==> config.mk <==
export PLATFORM = sky130hd
export DESIGN_NAME = fft_iter_sequencer
export DESIGN_NICKNAME = d
export VERILOG_FILES = /design/src/rtl/fft_iter_pkg.sv /design/src/rtl/fft_iter_addr_gen.sv /design/src/rtl/fft_iter_sequencer.sv
export SDC_FILE = /design/constraint.sdc
export NUM_CORES = 1
export LEC_CHECK = 0
export ABC_AREA = 1
export CELL_PAD_IN_SITES_DETAIL_PLACEMENT = 1
export CELL_PAD_IN_SITES_GLOBAL_PLACEMENT = 1
export CORE_MARGIN = 5
export CORE_UTILIZATION = 40
export CTS_CLUSTER_SIZE = 16
export DETAILED_ROUTE_END_ITERATION = 7
export PLACE_DENSITY_LB_ADDON = 0.1
export SYNTH_ARGS = -nofsm -noshare
export SYNTH_HDL_FRONTEND = slang
export SYNTH_SLANG_ARGS = --single-unit
==> constraint.sdc <==
create_clock -name clk -period 3.5 [get_ports clk]
set_clock_uncertainty 0.05 [all_clocks]
set_input_delay 0.7 -clock clk [delete_from_list [all_inputs] [get_ports clk]]
set_output_delay 0.7 -clock clk [all_outputs]
set_load 0.005 [all_outputs]
==> src/rtl/fft_iter_pkg.sv <==
// rtl/fft_iter_pkg.sv - shared state type, latencies and width helpers for the FFT sequencer
package fft_iter_pkg;

  typedef enum logic [1:0] {
    ST_IDLE  = 2'd0,
    ST_RUN   = 2'd1,
    ST_FLUSH = 2'd2,
    ST_DONE  = 2'd3
  } seq_state_t;

  // Butterfly slot length in cycles: read, strobe, write-back.
  localparam int BFLY_LAT   = 3;
  localparam int N_LOG2_DEF = 3;

  // Stage index width; at least one bit so the smallest FFT still has a port.
  function automatic int stg_wl(input int n_log2);
    return (n_log2 < 2) ? 1 : $clog2(n_log2);
  endfunction

  // Data-RAM address width.
  function automatic int addr_w(input int n_log2);
    return n_log2;
  endfunction

  // Twiddle-ROM address width (N/2 entries).
  function automatic int tw_w(input int n_log2);
    return n_log2 - 1;
  endfunction

  localparam int STG_WL = stg_wl(N_LOG2_DEF);

endpackage

==> src/rtl/fft_iter_addr_gen.sv <==
// rtl/fft_iter_addr_gen.sv - butterfly operand and twiddle address generator for stage s, butterfly j
module fft_iter_addr_gen
  import fft_iter_pkg::*;
#(
  parameter int N_LOG2 = 3
) (
  input  logic [stg_wl(N_LOG2)-1:0] s,
  input  logic [tw_w(N_LOG2)-1:0]   j,
  output logic [addr_w(N_LOG2)-1:0] addr_a,
  output logic [addr_w(N_LOG2)-1:0] addr_b,
  output logic [tw_w(N_LOG2)-1:0]   tw_addr
);

  localparam int AW = addr_w(N_LOG2);
  localparam int TW = tw_w(N_LOG2);

  logic [AW-1:0] jw;
  logic [AW-1:0] span;
  logic [AW-1:0] mask;
  logic [AW-1:0] low;

  // Split j at bit s: high part moves up one bit to open the gap for the partner at +span.
  always_comb begin
    jw      = AW'(j);
    span    = AW'(1) << s;
    mask    = span - AW'(1);
    low     = jw & mask;
    addr_a  = ((jw & ~mask) << 1) | low;
    addr_b  = addr_a | span;
    tw_addr = (int'(s) > TW) ? '0 : TW'(low << (TW - int'(s)));
  end

endmodule

==> src/rtl/fft_iter_sequencer.sv <==
// rtl/fft_iter_sequencer.sv - in-place radix-2 FFT sequencer; FFT_ITER_SEQ_ABORT_EN adds an abort input
module fft_iter_sequencer
  import fft_iter_pkg::*;
#(
  parameter int N_LOG2     = 3,
  parameter int RAM_RD_LAT = 1
) (
  input  logic                      clk,
  input  logic                      rst,
`ifdef FFT_ITER_SEQ_ABORT_EN
  input  logic                      abort,
`endif
  input  logic                      start,
  output logic                      busy,
  output logic                      done,
  output logic [stg_wl(N_LOG2)-1:0] stage,
  output logic                      rd_en,
  output logic [addr_w(N_LOG2)-1:0] rd_addr_a,
  output logic [addr_w(N_LOG2)-1:0] rd_addr_b,
  output logic [tw_w(N_LOG2)-1:0]   tw_addr,
  output logic                      bf_strb,
  output logic                      wr_en,
  output logic [addr_w(N_LOG2)-1:0] wr_addr_a,
  output logic [addr_w(N_LOG2)-1:0] wr_addr_b
);

  localparam int SW = stg_wl(N_LOG2);
  localparam int AW = addr_w(N_LOG2);
  localparam int TW = tw_w(N_LOG2);

  // Strobe follows the read by the RAM latency; the last phase of a slot is write-back.
  localparam logic [1:0]    PH_STRB = 2'(RAM_RD_LAT);
  localparam logic [1:0]    PH_LAST = 2'(BFLY_LAT - 1);
  localparam logic [SW-1:0] S_LAST  = SW'(N_LOG2 - 1);

  seq_state_t    state;
  logic [1:0]    ph;
  logic [SW-1:0] s;
  logic [TW-1:0] j;
  logic          last_bfly;
  logic          have_prev;
  logic [AW-1:0] pend_a;
  logic [AW-1:0] pend_b;
  logic [1:0]    ph_nx;
  logic [SW-1:0] gen_s;
  logic [AW-1:0] gen_a;
  logic [AW-1:0] gen_b;
  logic [TW-1:0] gen_tw;
  logic          abort_hit;

`ifdef FFT_ITER_SEQ_ABORT_EN
  assign abort_hit = abort;
`else
  assign abort_hit = 1'b0;
`endif

  assign ph_nx = ph + 2'd1;
  // j already points at the next butterfly; during FLUSH it has wrapped to 0 for the next stage.
  assign gen_s = (state == ST_FLUSH) ? s + SW'(1) : s;
  assign stage = s;

  fft_iter_addr_gen #(
    .N_LOG2 (N_LOG2)
  ) u_addr_gen (
    .s       (gen_s),
    .j       (j),
    .addr_a  (gen_a),
    .addr_b  (gen_b),
    .tw_addr (gen_tw)
  );

  // Sequencer FSM: slot phase counter, stage/butterfly counters, write pipeline and strobes.
  always_ff @(posedge clk) begin
    if (rst) begin
      state     <= ST_IDLE;
      ph        <= 2'd0;
      s         <= '0;
      j         <= '0;
      last_bfly <= 1'b0;
      have_prev <= 1'b0;
      pend_a    <= '0;
      pend_b    <= '0;
      busy      <= 1'b0;
      done      <= 1'b0;
      rd_en     <= 1'b0;
      rd_addr_a <= '0;
      rd_addr_b <= '0;
      tw_addr   <= '0;
      bf_strb   <= 1'b0;
      wr_en     <= 1'b0;
      wr_addr_a <= '0;
      wr_addr_b <= '0;
    end else begin
      rd_en   <= 1'b0;
      bf_strb <= 1'b0;
      wr_en   <= 1'b0;
      done    <= 1'b0;
      case (state)
        ST_IDLE: begin
          if (start) begin
            state     <= ST_RUN;
            ph        <= 2'd0;
            busy      <= 1'b1;
            have_prev <= 1'b0;
            rd_en     <= 1'b1;
            rd_addr_a <= gen_a;
            rd_addr_b <= gen_b;
            tw_addr   <= gen_tw;
            j         <= j + TW'(1);
            last_bfly <= (j == {TW{1'b1}});
          end
        end
        ST_RUN, ST_FLUSH: begin
          if (abort_hit) begin
            state     <= ST_IDLE;
            ph        <= 2'd0;
            s         <= '0;
            j         <= '0;
            last_bfly <= 1'b0;
            have_prev <= 1'b0;
            busy      <= 1'b0;
          end else if (ph != PH_LAST) begin
            ph <= ph_nx;
            if (ph_nx == PH_STRB) begin
              bf_strb <= 1'b1;
            end
            if (ph_nx == PH_LAST) begin
              // Retire the previous slot's butterfly, then remember this slot's pair.
              if (have_prev) begin
                wr_en     <= 1'b1;
                wr_addr_a <= pend_a;
                wr_addr_b <= pend_b;
              end
              pend_a    <= rd_addr_a;
              pend_b    <= rd_addr_b;
              have_prev <= 1'b1;
            end
          end else begin
            ph <= 2'd0;
            if (state == ST_RUN) begin
              if (last_bfly) begin
                state <= ST_FLUSH;
              end else begin
                rd_en     <= 1'b1;
                rd_addr_a <= gen_a;
                rd_addr_b <= gen_b;
                tw_addr   <= gen_tw;
                j         <= j + TW'(1);
                last_bfly <= (j == {TW{1'b1}});
              end
            end else if (s == S_LAST) begin
              state <= ST_DONE;
              done  <= 1'b1;
            end else begin
              // Next stage reads only after this stage's final write-back.
              state     <= ST_RUN;
              s         <= s + SW'(1);
              have_prev <= 1'b0;
              rd_en     <= 1'b1;
              rd_addr_a <= gen_a;
              rd_addr_b <= gen_b;
              tw_addr   <= gen_tw;
              j         <= j + TW'(1);
              last_bfly <= (j == {TW{1'b1}});
            end
          end
        end
        ST_DONE: begin
          state     <= ST_IDLE;
          busy      <= 1'b0;
          s         <= '0;
          j         <= '0;
          last_bfly <= 1'b0;
        end
        default: begin
          state <= ST_IDLE;
        end
      endcase
    end
  end

endmodule

==> results.py <==
metrics = {
    "worst_setup_path": {
        "crit_chain": "inv_1 > ha_1 > inv_1 > o21ai_1 > nand3_1 > nand2_1 > nand2_1 > nor2_1",
        "required_ns": 3.69,
        "cp-startpoint": "state[0]",
        "worstSetupPathType": "reg -> reg",
        "critPathBufInv": 2,
        "setup.worst_path.start_class": "flip-flop",
        "crit_path_end_kind": "flip-flop",
        "path_delay_family": "adder cells",
        "crit_fanout": 11,
        "max_stage_delay_ns": 0.61,
        "cp_slowest_cell": "ha_1",
        "worstPathArrival_ns": 2.29,
        "reg2reg_from": "state[0]",
    },
    "flow_run": {
        "drv_cap": 0,
    },
    "grt": {
        "grt_max_degree": 24,
        "grt_pass1_wl_um": 7560,
        "grtUsageTotal_pct": 15.9,
        "globalRouteOverflowTotal": 0,
        "antenna_found_initial": 0,
        "grt_pass1_vias": 1638,
    },
    "placed_design": {
        "gp_congestion": 0.803,
        "hpwl_um": 3210,
        "place.port_buffers": 23,
    },
    "pwr": {
        "p_leak_nw": 0.969,
        "power_density_nw_per_um2": 806,
        "vdd_drop_max_v": 0.000331,
    },
    "logic_synthesis": {
        "ys_warn_count": 0,
        "synth_area_um2": 1760,
        "synth_compound_area_share_pct": 11.6,
        "ys_types": 22,
        "ys_seq_area_share_pct": 39.9,
        "syn_avg_cell_area_um2": 7.08,
        "syn_inst": 248,
        "synthMuxAreaShare_pct": 0,
        "ys_ff_latch": 35,
        "synth_fp_nets": 265,
        "synth-adder-area-share_pct": 9.98,
        "synth_top_family_by_area": "simple AND/OR/NAND/NOR gates",
        "synth-simple-area-share_pct": 31.4,
        "synthXorXnorAreaFrac_pct": 0,
    },
    "finish": {
        "final_cell_mix": "nand2_1, nor2_1, dfxtp_1, inv_1, clkdlybuf4s50_1",
        "layout-drive-gt1-share_pct": 8.33,
        "nNetsFinal": 292,
        "layout_commonest_cell": "nand2_1",
        "syn_to_final_growth_pct": 22.1,
        "antenna_cells": 0,
        "post-route-util_pct": 49.9,
    },
    "clock_network": {
        "htreeDepth": 2,
        "clk_path_buf_depth": 2,
        "cts_buffers": 5,
        "clock-sinks": 35,
        "insertion_delay_ns": 0.29,
        "cts_setup_buffers": 0,
        "holdBufCountCts": 0,
        "tritoncts": "done",
        "clkSlewWorstSetupHoldPaths_ns": 0.08,
        "root_buffer": "clkbuf_8",
        "cts-resized-gates": 0,
    },
    "route": {
        "postRouteAntennaNets": 0,
        "drt-initial-drc-count": 60,
        "drc": 0,
        "firstDrtPassIters": 4,
        "vias_per_cell": 4.87,
        "num_vias": 1598,
        "wl_per_cell_um": 13.2,
        "drt-total-wl_um": 4320,
    },
    "hold_path": {
        "hold_path_class": "reg -> reg",
        "hp-start": "tw_addr[0]",
    },
    "timing": {
        "holdWs_ns": 0.423,
        "tightest_slew_ns": 0.631,
        "fmax_mhz": 476,
        "max-slew-margin-rel_pct": 57.9,
        "period_needed_ns": 2.10,
        "slew_violations": 0,
        "rsz0062_at_grt": "false",
        "fin_setup_tns_ns": 0,
        "hold_violations": 0,
        "fin_crit_sh_pct": 60.0,
        "setup_viol": 0,
    },
    "floorplan": {
        "rows": 24,
        "pin_count": 24,
        "dieArea_um2": 5810,
        "die_h_um": 76.2,
        "core_um2": 4290,
        "die-width_um": 76.2,
        "start_util_pct": 40.9,
    },
    "status": {
        "outcome": "finished clean",
    },
}
## layer usage
metal,wire length [um],global-route usage (%),vias to the layer above
met4,72,5.77,0
met1,2070,20.1,733
li1,-,-,834
met2,1990,25.8,24
met5,0,0,-
met3,186,4.26,7
## sequential cells by signal (all words and copies together), names as in the netlist
register and count:
stage 2, done 1, ph 2, wr_addr_a 3
j 2, pend_a 3, wr_addr_b 3, tw_addr 2
bf_strb 1, last_bfly 1, have_prev 1, rd_addr_b 3
pend_b 3, busy 1, rd_en 1, rd_addr_a 3
state 2, wr_en 1
## area by class of cell
cell class	instances	area [um2]
Inverter	26	97.6
Fill cell	564	2150
Sequential cell	35	701
Clock inverter	3	43.8
Timing Repair Buffer	24	238
Clock buffer	5	68.8
Multi-Input combinational cell	183	930
Tap cell	52	65.1
## worst paths after layout
check	cells after the start	slack (ns)	endpoint
worst max register to register	8	1.40	stage[0]
worst min-delay path	2	0.42	tw_addr[0]
worst min register to register	2	0.42	tw_addr[0]
worst max-delay path	8	1.40	stage[0]
## where the power goes
| group | internal (mW) | switching (mW) |
|---|---|---|
| Clock | 0.212 | 0.160 |
| Combinational | 0.302 | 0.491 |
| Sequential | 0.493 | 0.0685 |
## tightest hold or removal path: cells and delay by family (launching register included)
kind / cells / cell delay, ns
compound gates: 1 / 0.06
flops: 1 / 0.31
simple gates: 1 / 0.06
## metrics by stage
stage          cell area [um2]  instances  worst slack, ns  total power [mW]
3_5_place_dp              2030        320             1.19              1.36
3_3_place_gp              2030        320             1.27              1.34
4_1_cts                   2140        328             1.41              1.75
6_report                  2140        328             1.40              1.73
5_1_grt                   2140        328             1.19              1.90
2_1_floorplan             1760        248             1.80              1.12
## Yosys cell counts
master | number | area, um2
a21oi_1 | 15 | 75.1
a21oi_2 | 2 | 17.5
buf_2 | 1 | 5.00
buf_4 | 1 | 7.51
buf_6 | 1 | 11.3
clkbuf_1 | 1 | 3.75
dfxtp_1 | 35 | 701
ha_1 | 14 | 175
inv_1 | 24 | 90.1
inv_2 | 2 | 7.51
nand2_1 | 59 | 221
nand2_2 | 5 | 31.3
nand2_4 | 2 | 22.5
nand3_1 | 7 | 35.0
nand4_1 | 3 | 18.8
nor2_1 | 50 | 188
nor2_2 | 1 | 6.26
nor2_4 | 2 | 22.5
nor3_1 | 1 | 5.00
o21ai_0 | 19 | 95.1
o21ai_1 | 2 | 10.0
o22ai_1 | 1 | 6.26
## kinds of logic after synthesis
family                     after synthesis
DFF                                     35
and+or+nand+nor                        130
adders and majority gates               14
AOI/OAI and AO/OA                       39
buffers and inverters                   30
(Power assumes the default switching activity.)
